## src/rtl/serial_add_pkg.sv

```systemverilog
// Shared state encoding and default operand width for the bit-serial adder.
package serial_add_pkg;

  localparam int DEF_WIDTH = 8;

  typedef enum logic [1:0] {
    ST_IDLE  = 2'd0,
    ST_SHIFT = 2'd1,
    ST_FIN   = 2'd2
  } state_t;

endpackage

```

## src/rtl/fa_cell.sv

```systemverilog
// Gate-level 1-bit full adder; purely combinational, no handshake.
module fa_cell (
  output wire logic S,
  output wire logic Cout,
  input  logic      A,
  input  logic      B,
  input  logic      Cin
);

  wire logic p;
  wire logic g;
  wire logic t;

  xor x_prop (p, A, B);
  xor x_sum  (S, p, Cin);
  and a_gen  (g, A, B);
  and a_prop (t, p, Cin);
  or  o_cout (Cout, g, t);

endmodule

```

## src/rtl/serial_add_ctrl.sv

```systemverilog
// Bit-serial add/sub controller; done arrives WIDTH+1 cycles after an accepted start.
// Starts seen while busy or finishing are dropped, so there is no queueing.
module serial_add_ctrl #(
  parameter int WIDTH = serial_add_pkg::DEF_WIDTH
) (
  input  logic             clk,
  input  logic             rst_n,
  input  logic             start,
  input  logic             op_sub,
  input  logic [WIDTH-1:0] a_in,
  input  logic [WIDTH-1:0] b_in,
  input  logic             cin_in,
  output logic             busy,
  output logic             done,
  output logic [WIDTH-1:0] sum,
  output logic             cout,
  output logic             ovf
);

  import serial_add_pkg::*;

  localparam int CNTW = $clog2(WIDTH + 1);

  state_t           state;
  logic [WIDTH-1:0] a_sr;
  logic [WIDTH-1:0] b_sr;
  logic [WIDTH-1:0] sum_sr;
  logic             carry;
  logic             carry_msb;
  logic [CNTW-1:0]  cnt;
  logic             s_bit;
  logic             c_bit;

  fa_cell u_fa (
    .S    (s_bit),
    .Cout (c_bit),
    .A    (a_sr[0]),
    .B    (b_sr[0]),
    .Cin  (carry)
  );

  always_ff @(posedge clk or negedge rst_n) begin
    if (!rst_n) begin
      state     <= ST_IDLE;
      a_sr      <= '0;
      b_sr      <= '0;
      sum_sr    <= '0;
      carry     <= 1'b0;
      carry_msb <= 1'b0;
      cnt       <= '0;
      busy      <= 1'b0;
      done      <= 1'b0;
      sum       <= '0;
      cout      <= 1'b0;
      ovf       <= 1'b0;
    end else begin
      done <= 1'b0;
      case (state)
        ST_IDLE: begin
          if (start) begin
            // Subtraction is A + ~B + 1, so the inversion and forced carry happen at load.
            a_sr  <= a_in;
            b_sr  <= op_sub ? ~b_in : b_in;
            carry <= op_sub | cin_in;
            cnt   <= '0;
            busy  <= 1'b1;
            state <= ST_SHIFT;
          end
        end
        ST_SHIFT: begin
          sum_sr <= {s_bit, sum_sr[WIDTH-1:1]};
          a_sr   <= {1'b0, a_sr[WIDTH-1:1]};
          b_sr   <= {1'b0, b_sr[WIDTH-1:1]};
          carry  <= c_bit;
          cnt    <= cnt + CNTW'(1);
          if (cnt == CNTW'(WIDTH - 1)) begin
            carry_msb <= carry;
            state     <= ST_FIN;
          end
        end
        ST_FIN: begin
          sum   <= sum_sr;
          cout  <= carry;
          ovf   <= carry_msb ^ carry;
          done  <= 1'b1;
          busy  <= 1'b0;
          state <= ST_IDLE;
        end
        default: begin
          busy  <= 1'b0;
          state <= ST_IDLE;
        end
      endcase
    end
  end

endmodule

```

## config.mk

```make
export PLATFORM = sky130hd
export DESIGN_NAME = serial_add_ctrl
export DESIGN_NICKNAME = d
export VERILOG_FILES = /design/src/rtl/serial_add_pkg.sv /design/src/rtl/fa_cell.sv /design/src/rtl/serial_add_ctrl.sv
export SDC_FILE = /design/constraint.sdc
export NUM_CORES = 1
export LEC_CHECK = 0
export CAP_MARGIN = 20
export CORE_ASPECT_RATIO = 1.5
export CORE_MARGIN = 1.5
export CORE_UTILIZATION = 60
export DETAILED_ROUTE_END_ITERATION = 10
export DONT_BUFFER_PORTS = 1
export MAX_ROUTING_LAYER = met4
export PLACE_DENSITY = 0.76
export SKIP_LAST_GASP = 1
export SYNTH_ARGS = -nofsm -noshare
export SYNTH_HDL_FRONTEND = slang
export SYNTH_SLANG_ARGS = --single-unit
```

## constraint.sdc

```tcl
create_clock -name clk -period 1.4 [get_ports clk]
set_clock_uncertainty 0.05 [all_clocks]
set_input_delay 0.14 -clock clk [delete_from_list [all_inputs] [get_ports clk]]
set_output_delay 0.14 -clock clk [all_outputs]
set_load 0.03 [all_outputs]
```

==> impl_metrics.env, run 1 <==
export IMPL_status="complete, but fails checks"
export IMPL_violations="hold timing"
export IMPL_num_rows=25
export IMPL_required_ps=1530
export IMPL_placed_area_um2=2110
export IMPL_drtIter0Drc=29
export IMPL_cts_root_buffer="clkbuf_8"
export IMPL_powerDensity_nw_per_um2=2120
export IMPL_syn_nets=212
export IMPL_ys_flop_type="dfrtp_1"
export IMPL_num_fill_cells=237
export IMPL_min_to="a_sr[1]"
export IMPL_dr_pass1_iters=4
export IMPL_crit_fanout=9
export IMPL_vias=1417
export IMPL_syn_inst=189
export IMPL_port_buffer_count=0
export IMPL_drive_above_1_share=0.199
export IMPL_critPathTopFamily="compound AO/OA/AOI/OAI gates"
export IMPL_post_cts_setup_buffer_count=0
export IMPL_dieArea_um2=3730
export IMPL_cts_max_path_buffers=2
export IMPL_slowest_delay_ps=420
export IMPL_die_x_um=50.4
export IMPL_numCtsBuffers=5
export IMPL_fmax_mhz=729
export IMPL_ys_ff_latch=44
export IMPL_rsz0062_at_grt="yes"
export IMPL_dp_hpwl_um=2640
export IMPL_worstRegToRegCells=3
export IMPL_p_clk_frac=0.155
export IMPL_avgSynthCellArea_um2=10.7
export IMPL_hold_violations=1
export IMPL_ant_nets=0
export IMPL_antenna_found_initial=0
export IMPL_grt_max_degree=45
export IMPL_wl_per_cell_um=15.7
export IMPL_leakage_nw=1.07
export IMPL_min_from="a_in[1]"
export IMPL_postLayoutCoreUtil=0.718
export IMPL_pin_count=33
export IMPL_die_y_um=74.0
export IMPL_power_frac_comb=0.354
export IMPL_final_min_clock_period_ps=1370
export IMPL_end_kind="flop"
export IMPL_final_area_um2=2290
export IMPL_synth_common_cells="dfrtp_1, nand2_1, o21ai_0"
export IMPL_drv_slew=0
export IMPL_grt_pass1_wl_um=6610
export IMPL_path_clk_slew_ps=80
export IMPL_tns_ps=0
export IMPL_min_period_over_period=0.980
export IMPL_synth_edf_count=0
export IMPL_num_antenna_cells=0
export IMPL_yosys_area_top_type="dfrtp_1"
export IMPL_slew_headroom=0.788
export IMPL_cts_sinks=44
export IMPL_totalWireLength_um=3860
export IMPL_max_cap_viol_count=0
export IMPL_fin_nets=229
export IMPL_netSwitchingPower_mw=1.92
export IMPL_grt_pass1_vias=1482
export IMPL_gp_congestion=0.784
export IMPL_intPower_mw=2.95
export IMPL_cpMaxStageDelayCell="dfrtp_1"
export IMPL_yosysSeqAreaShare=0.546
export IMPL_reg2reg_from="state[1]"
export IMPL_dp_cells=231
export IMPL_drc=0
export IMPL_viasPerCell=5.76
export IMPL_synth_area_um2=2020
export IMPL_crit_arrival_ps=1500
export IMPL_hold_ws_ps=-15.1
export IMPL_grt_total_usage=0.243
export IMPL_ir_drop_v=0.00121
export IMPL_path_class="flop to flop"
export IMPL_swShare=0.394
export IMPL_cp_num_buf_inv=1
export IMPL_stdcell_count=246
export IMPL_r2r_end="b_sr[4]"
export IMPL_yosysWarnings=0
export IMPL_cts_htree_levels=2
export IMPL_synth_most_common_cell="dfrtp_1"
export IMPL_initial_core_util=0.633
export IMPL_tritoncts="done"
export IMPL_area_growth_pct=13.5
export IMPL_holdPathStages=2
export IMPL_hold_path_class="primary input to flop"
export IMPL_path_cells="buf_4 > o21bai_4 > a221o_1"
export IMPL_fp_coreArea_um2=3190
export IMPL_start_kind="flop"
export IMPL_ys_async_sr_fraction=1.00
export IMPL_clock_latency_ps=290
export IMPL_worst_pin_slew_ps=318
export IMPL_regToRegSetupSlack_ps=30
export IMPL_seqPwrFrac=0.491
export IMPL_synthTopCellsByArea="dfrtp_1, nand2_1, mux2_2, xnor2_1, a22oi_1"
export IMPL_synth_top_cell_area_share=0.546
export IMPL_finalSetupViolCount=0
export IMPL_synth_distinct_cells=34
export IMPL_grt_overflow_total=0
worst max path at each step:
stage / from / end / slack (ps) / depth (start not counted)
6_report: state[1] / b_sr[4] / 30 / 3
5_1_grt: state[1] / b_sr[4] / -20 / 3
3_5_place_dp: cnt[1] / carry_msb / -4 / 4
3_3_place_gp: cnt[1] / carry_msb / 50 / 4
2_1_floorplan: cnt[0] / carry_msb / 60 / 4
4_1_cts: state[0] / b_sr[6] / 20 / 3
registers in the layout (all words and copies together) (netlist names):
register   count
a_sr           8
b_sr           8
busy           1
carry          1
carry_msb      1
cnt            4
cout           1
done           1
ovf            1
state          2
sum            8
sum_sr         8
per-layer routing:
layer / up-vias / share of wire / GRT usage
met5: - / 0 / -
met1: 692 / 0.40 / 0.281
met4: 0 / 0.021 / 0.0961
met3: 9 / 0.041 / 0.0502
met2: 40 / 0.54 / 0.414
li1: 676 / - / -
power by group through the flow:
stage                     Clock [mW]  Combinational (mW)  Sequential, mW
final                          0.756                1.72            2.39
after floorplan                    0                1.23            2.31
after detailed placement           0                1.65            2.41
after CTS                      0.767                1.71            2.39
after global routing           0.808                1.97            2.45
after global placement             0                1.56            2.38
repair_timing:
item | in CTS | in global routing
endpoints found under the hold margin | 50 | 0
endpoints found under the setup margin | 1 | 17
pin swaps | 0 | 1
resized for setup | 1 | 6
hold buffers | 9 | 0
layout by cell type (no fill, tap or decap), types with 4 or more instances in the layout:
cell type,instances
dfrtp_1,44
mux2_2,10
clkbuf_8,5
dlygate4sd3_1,7
buf_4,13
nor2_1,6
nand2_1,39
nand3_1,4
nor2b_1,8
a21oi_1,11
a22oi_1,9
o21ai_0,9
xnor2_1,8
stage by stage:
| step | setup slack (ps) | power (mW) |
|---|---|---|
| 2_1_floorplan | 63.3 | 3.54 |
| 3_3_place_gp | 54.5 | 3.95 |
| 3_5_place_dp | -3.59 | 4.06 |
| 4_1_cts | 22.5 | 4.87 |
| 5_1_grt | -18.0 | 5.22 |
| 6_report | 27.8 | 4.86 |
area by class of cell:
class | instances | area, um2 | area share
inverter | 3 | 11.3 | 0.00492
multi-input combinational | 130 | 848 | 0.370
clock inverter | 2 | 12.5 | 0.00546
timing repair buffer | 22 | 199 | 0.0868
clock buffer | 5 | 68.8 | 0.0300
tap | 40 | 50.0 | 0.0218
sequential | 44 | 1100 | 0.481
logic make-up after synthesis:
logic type,Yosys count,share of synthesized area
muxes,11,0.0608
buffers and inverters,15,0.0390
xor gates and xnor gates,9,0.0391
and+or+nand+nor,65,0.148
DFF,44,0.546
adders and majority gates,2,0.0161
AOI/OAI and AO/OA,43,0.151
(Power assumes the default switching activity.)
==> inputs of run 2 (changes only) <==
--- a/config.mk
+++ b/config.mk
@@ -5,14 +5,14 @@
 export SDC_FILE = /design/constraint.sdc
 export NUM_CORES = 1
 export LEC_CHECK = 0
-export CAP_MARGIN = 20
 export CORE_ASPECT_RATIO = 1.5
 export CORE_MARGIN = 1.5
-export CORE_UTILIZATION = 60
+export CORE_UTILIZATION = 62
+export CTS_CLUSTER_SIZE = 30
 export DETAILED_ROUTE_END_ITERATION = 10
 export DONT_BUFFER_PORTS = 1
 export MAX_ROUTING_LAYER = met4
-export PLACE_DENSITY = 0.76
+export PLACE_DENSITY = 0.78
 export SKIP_LAST_GASP = 1
 export SYNTH_ARGS = -nofsm -noshare
 export SYNTH_HDL_FRONTEND = slang
==> run 2 against run 1 <==
The run still ends with hold timing left. Sequential share of layout area decreased by 0.82 points. Setup slack improved by 1.4 ps. Critical path depth increased by 1. Critical path type unchanged. Largest cell class unchanged.
==> impl_metrics.env, run 2 (same netlist as run 1, synthesis figures left out) <==
export IMPL_num_rows=25
export IMPL_totalWireLength_um=4030
export IMPL_antenna_found_initial=0
export IMPL_cts_sinks=44
export IMPL_stdcell_count=246
export IMPL_drc=0
export IMPL_hold_ws_ps=-10.5
export IMPL_slowest_delay_ps=380
export IMPL_grtUsageMet1=0.303
export IMPL_postLayoutCoreUtil=0.746
export IMPL_drtIter0Drc=33
export IMPL_setup_ws_ps=29.2
export IMPL_clock_latency_ps=290
export IMPL_min_period_over_period=0.979
export IMPL_end_kind="flop"
export IMPL_required_ps=1530
export IMPL_powerDensity_nw_per_um2=2240
export IMPL_die_y_um=72.9
export IMPL_violations="hold timing"
export IMPL_ant_nets=0
export IMPL_cts_max_path_buffers=2
export IMPL_path_clk_slew_ps=80
export IMPL_path_class="flop to flop"
export IMPL_rsz0062_at_grt="yes"
export IMPL_port_buffer_count=0
export IMPL_grt_total_usage=0.266
export IMPL_numCtsBuffers=5
export IMPL_final_area_um2=2330
export IMPL_die_x_um=49.6
export IMPL_tns_ps=0
export IMPL_final_common_cell="dfrtp_1"
export IMPL_wl_per_cell_um=16.4
export IMPL_initial_core_util=0.645
export IMPL_fp_coreArea_um2=3130
export IMPL_status="complete, but fails checks"
export IMPL_finalSetupViolCount=0
export IMPL_final_min_clock_period_ps=1370
export IMPL_top_usage_layer="met2"
export IMPL_gp_congestion=0.790
export IMPL_hold_path_class="primary input to flop"
export IMPL_ir_drop_v=0.00138
export IMPL_pin_count=33
export IMPL_grt_pass1_wl_um=7060
export IMPL_cts_htree_levels=2
export IMPL_grt_pass1_vias=1522
export IMPL_met2_usage=0.473
export IMPL_worstRegToRegCells=4
export IMPL_leakage_nw=1.10
export IMPL_cts_root_buffer="clkbuf_8"
export IMPL_vias=1417
export IMPL_dp_hpwl_um=2800
export IMPL_dp_cells=231
export IMPL_cpMaxStageDelayCell="dfrtp_1"
export IMPL_cp_num_buf_inv=0
export IMPL_fin_nets=228
export IMPL_met3_usage=0.0389
export IMPL_grt_max_degree=45
export IMPL_fmax_mhz=730
export IMPL_grt_overflow_total=0
export IMPL_area_growth_pct=15.6
export IMPL_start_kind="flop"
export IMPL_hold_violations=1
export IMPL_holdPathStages=3
export IMPL_slew_headroom=0.788
export IMPL_dr_pass1_iters=4
export IMPL_final_cell_mix="dfrtp_1, nand2_1, buf_4"
export IMPL_path_cells="ha_1 > nand2_1 > nor3_2 > mux2_2"
export IMPL_placed_area_um2=2110
export IMPL_crit_fanout=2
export IMPL_crit_arrival_ps=1500
export IMPL_drive_above_1_share=0.214
export IMPL_pre_cts_ws_ps=-39.1
export IMPL_dieArea_um2=3610
export IMPL_drv_slew=0
export IMPL_tritoncts="done"
export IMPL_fin_total_pwr_mw=5.24
export IMPL_worst_pin_slew_ps=319
export IMPL_viasPerCell=5.76
export IMPL_cp_depth=4
export IMPL_max_cap_viol_count=0
export IMPL_regToRegSetupSlack_ps=30
export IMPL_critPathTopFamily="flip-flops"
export IMPL_num_antenna_cells=0
-- run 2: cell types whose count changed in the layout (fill, tap and decap cells not counted), sizes merged --
cell and change:
clkinvlp -1, buf +1, clkbuf +2, dlygate4sd3 -2, bufinv +1, clkinv -1
-- run 2: layer usage --
metal	wire length, um	vias up
met3	145	5
li1	-	675
met4	54	0
met2	2220	32
met1	1600	705
met5	0	-
-- run 2: final cells by class --
cell class | count | area [um2]
Sequential cell | 44 | 1100
Multi-Input combinational cell | 130 | 853
Fill cell | 207 | 795
Timing Repair Buffer | 21 | 190
Clock buffer | 7 | 96.3
Tap cell | 40 | 50.0
Clock inverter | 1 | 30.0
Inverter | 3 | 11.3
-- run 2: worst register-to-register path: cells and delay by family (launching register included) --
family / cells / cell delay [ps]
adders and majority gates: 1 / 180
DFF: 1 / 380
muxes: 1 / 360
and+or+nand+nor: 2 / 280
-- run 2: power breakdown --
part | leakage [nW] | internal, mW | switching, mW
sequential | 0.573 | 1.78 | 0.639
combinational | 0.459 | 0.870 | 0.902
clock | 0.0645 | 0.630 | 0.419
total | 1.10 | 3.28 | 1.96
-- run 2: worst paths after layout --
kind,from,endpoint
worst max-delay path,cnt[0],carry_msb
worst min-delay path,op_sub,b_sr[7]
worst max register to register,cnt[0],carry_msb
worst min register to register,sum_sr[0],sum_sr[0]
max in group asynchronous,rst_n,state[0]
min in group asynchronous,rst_n,sum_sr[4]
-- run 2: what timing repair did --
action | in CTS | in global routing
pin swaps | 0 | 1
endpoints found under the setup margin | 5 | 7
gates cloned | 0 | 0
hold buffers | 7 | 0
setup buffers | 0 | 1
resized for setup | 2 | 4
endpoints found under the hold margin | 48 | 0
==> inputs of run 3 (changes only) <==
--- a/config.mk
+++ b/config.mk
@@ -7,12 +7,12 @@
 export LEC_CHECK = 0
 export CORE_ASPECT_RATIO = 1.5
 export CORE_MARGIN = 1.5
-export CORE_UTILIZATION = 62
+export CORE_UTILIZATION = 50
 export CTS_CLUSTER_SIZE = 30
 export DETAILED_ROUTE_END_ITERATION = 10
 export DONT_BUFFER_PORTS = 1
 export MAX_ROUTING_LAYER = met4
-export PLACE_DENSITY = 0.78
+export REMOVE_ABC_BUFFERS = 1
 export SKIP_LAST_GASP = 1
 export SYNTH_ARGS = -nofsm -noshare
 export SYNTH_HDL_FRONTEND = slang
==> run 3 against run 2 <==
Highest routed layer unchanged. Power decreased by 6.2%. The run now ends clean. Routed wire length down 7.0%. Combinational power barely moved. Cell area increased by 0.48%. Global-route usage fell by 6.6 points. Fmax grew 2.0%.
==> impl_metrics.env, run 3 (same netlist as run 1, synthesis figures left out) <==
export IMPL_stdcell_count=255
export IMPL_tns_ps=0
export IMPL_leakage_nw=1.10
export IMPL_slew_headroom=0.792
export IMPL_r2r_end="carry_msb"
export IMPL_drive_above_1_share=0.200
export IMPL_fp_coreArea_um2=3920
export IMPL_placed_area_um2=2120
export IMPL_min_from="op_sub"
export IMPL_regToRegSetupSlack_ps=60
export IMPL_wl_per_cell_um=14.7
export IMPL_initial_core_util=0.514
export IMPL_ir_drop_v=0.00108
export IMPL_num_antenna_cells=0
export IMPL_min_to="b_sr[5]"
export IMPL_drc=0
export IMPL_final_cell_mix="dfrtp_1, nand2_1, buf_4"
export IMPL_holdPathStages=2
export IMPL_powerDensity_nw_per_um2=2100
export IMPL_path_class="flop to flop"
export IMPL_viasPerCell=5.58
export IMPL_start_kind="flop"
export IMPL_crit_arrival_ps=1470
export IMPL_hold_ws_ps=5.99
export IMPL_grt_pass1_vias=1414
export IMPL_fin_total_pwr_mw=4.91
export IMPL_reg2reg_from="cnt[1]"
export IMPL_worst_pin_slew_ps=311
export IMPL_pre_cts_ws_ps=2.31
export IMPL_dp_hpwl_um=2610
export IMPL_max_cap_viol_count=0
export IMPL_grt_pass1_wl_um=6200
export IMPL_cts_max_path_buffers=2
export IMPL_gp_congestion=0.794
export IMPL_required_ps=1530
export IMPL_die_y_um=80.8
export IMPL_final_min_clock_period_ps=1340
export IMPL_clock_latency_ps=290
export IMPL_ant_nets=0
export IMPL_rsz0062_at_grt="no"
export IMPL_cts_sinks=44
export IMPL_grt_overflow_total=0
export IMPL_fin_nets=232
export IMPL_vias=1423
export IMPL_postLayoutCoreUtil=0.598
export IMPL_dr_pass1_iters=4
export IMPL_min_period_over_period=0.960
export IMPL_crit_fanout=2
export IMPL_totalWireLength_um=3740
export IMPL_antenna_found_initial=0
export IMPL_cts_htree_levels=2
export IMPL_dieArea_um2=4430
export IMPL_die_x_um=54.9
export IMPL_area_growth_pct=16.2
export IMPL_grt_max_degree=45
export IMPL_tritoncts="done"
export IMPL_pin_count=33
export IMPL_hold_violations=0
export IMPL_drv_slew=0
export IMPL_hold_path_class="primary input to flop"
export IMPL_cts_root_buffer="clkbuf_8"
export IMPL_dp_cells=237
export IMPL_numCtsBuffers=5
export IMPL_num_rows=28
export IMPL_status="complete, no violations"
export IMPL_setup_ws_ps=56.3
export IMPL_grt_total_usage=0.199
export IMPL_fmax_mhz=744
export IMPL_final_common_cell="dfrtp_1"
export IMPL_final_area_um2=2340
export IMPL_finalSetupViolCount=0
export IMPL_port_buffer_count=0
export IMPL_end_kind="flop"
export IMPL_drtIter0Drc=37
export IMPL_worstRegToRegCells=4
export IMPL_path_clk_slew_ps=80
run 3: cell count changes in the layout (fill, tap and decap cells not counted), sizes merged:
cell          before  now
clkbuf             7    8
dlygate4sd3        5    8
dlymetal6s4s       0    1
bufinv             1    0
run 3: critical path, stage by stage, from the launching register on:
cell and delay (ps):
dfrtp_1 370, ha_1 180, nand2_1 90, nor3_2 190
mux2_2 350
run 3: timing repair:
action,4_1_cts,5_1_grt
hold buffers,10,0
resized for setup,1,5
gates cloned,0,0
hold endpoints to repair,51,0
setup endpoints to repair,1,11
setup buffers,0,0
run 3: layout make-up:
class,instances,area [um2]
multi-input cells,130,848
repair buffers,25,236
inverters,3,11.3
clock buffers,8,90.1
well taps,45,56.3
fillers,356,1580
flip-flops and latches,44,1100
run 3: worst max-delay path by stage:
stage / slack [ps] / endpoint / cells past startpoint / from
2_1_floorplan: -350 / b_sr[0] / 3 / state[0]
3_3_place_gp: 50 / carry_msb / 4 / cnt[0]
3_5_place_dp: 2 / carry_msb / 4 / cnt[1]
4_1_cts: 40 / cnt[3] / 4 / state[1]
5_1_grt: 3 / a_sr[2] / 5 / state[1]
6_report: 60 / carry_msb / 4 / cnt[1]
run 3: metal layers:
| metal | part of all wire | wire, um | GRT usage |
|---|---|---|---|
| met5 | 0 | 0 | - |
| met4 | 0.019 | 71 | 0.0825 |
| met3 | 0.034 | 129 | 0.0368 |
| met2 | 0.54 | 2010 | 0.324 |
| met1 | 0.41 | 1530 | 0.236 |
run 3: power breakdown:
| part | internal, mW | switching (mW) | total [mW] |
|---|---|---|---|
| combinational | 0.865 | 0.872 | 1.74 |
| clock | 0.403 | 0.397 | 0.800 |
| sequential | 1.78 | 0.600 | 2.38 |
| total | 3.04 | 1.87 | 4.91 |
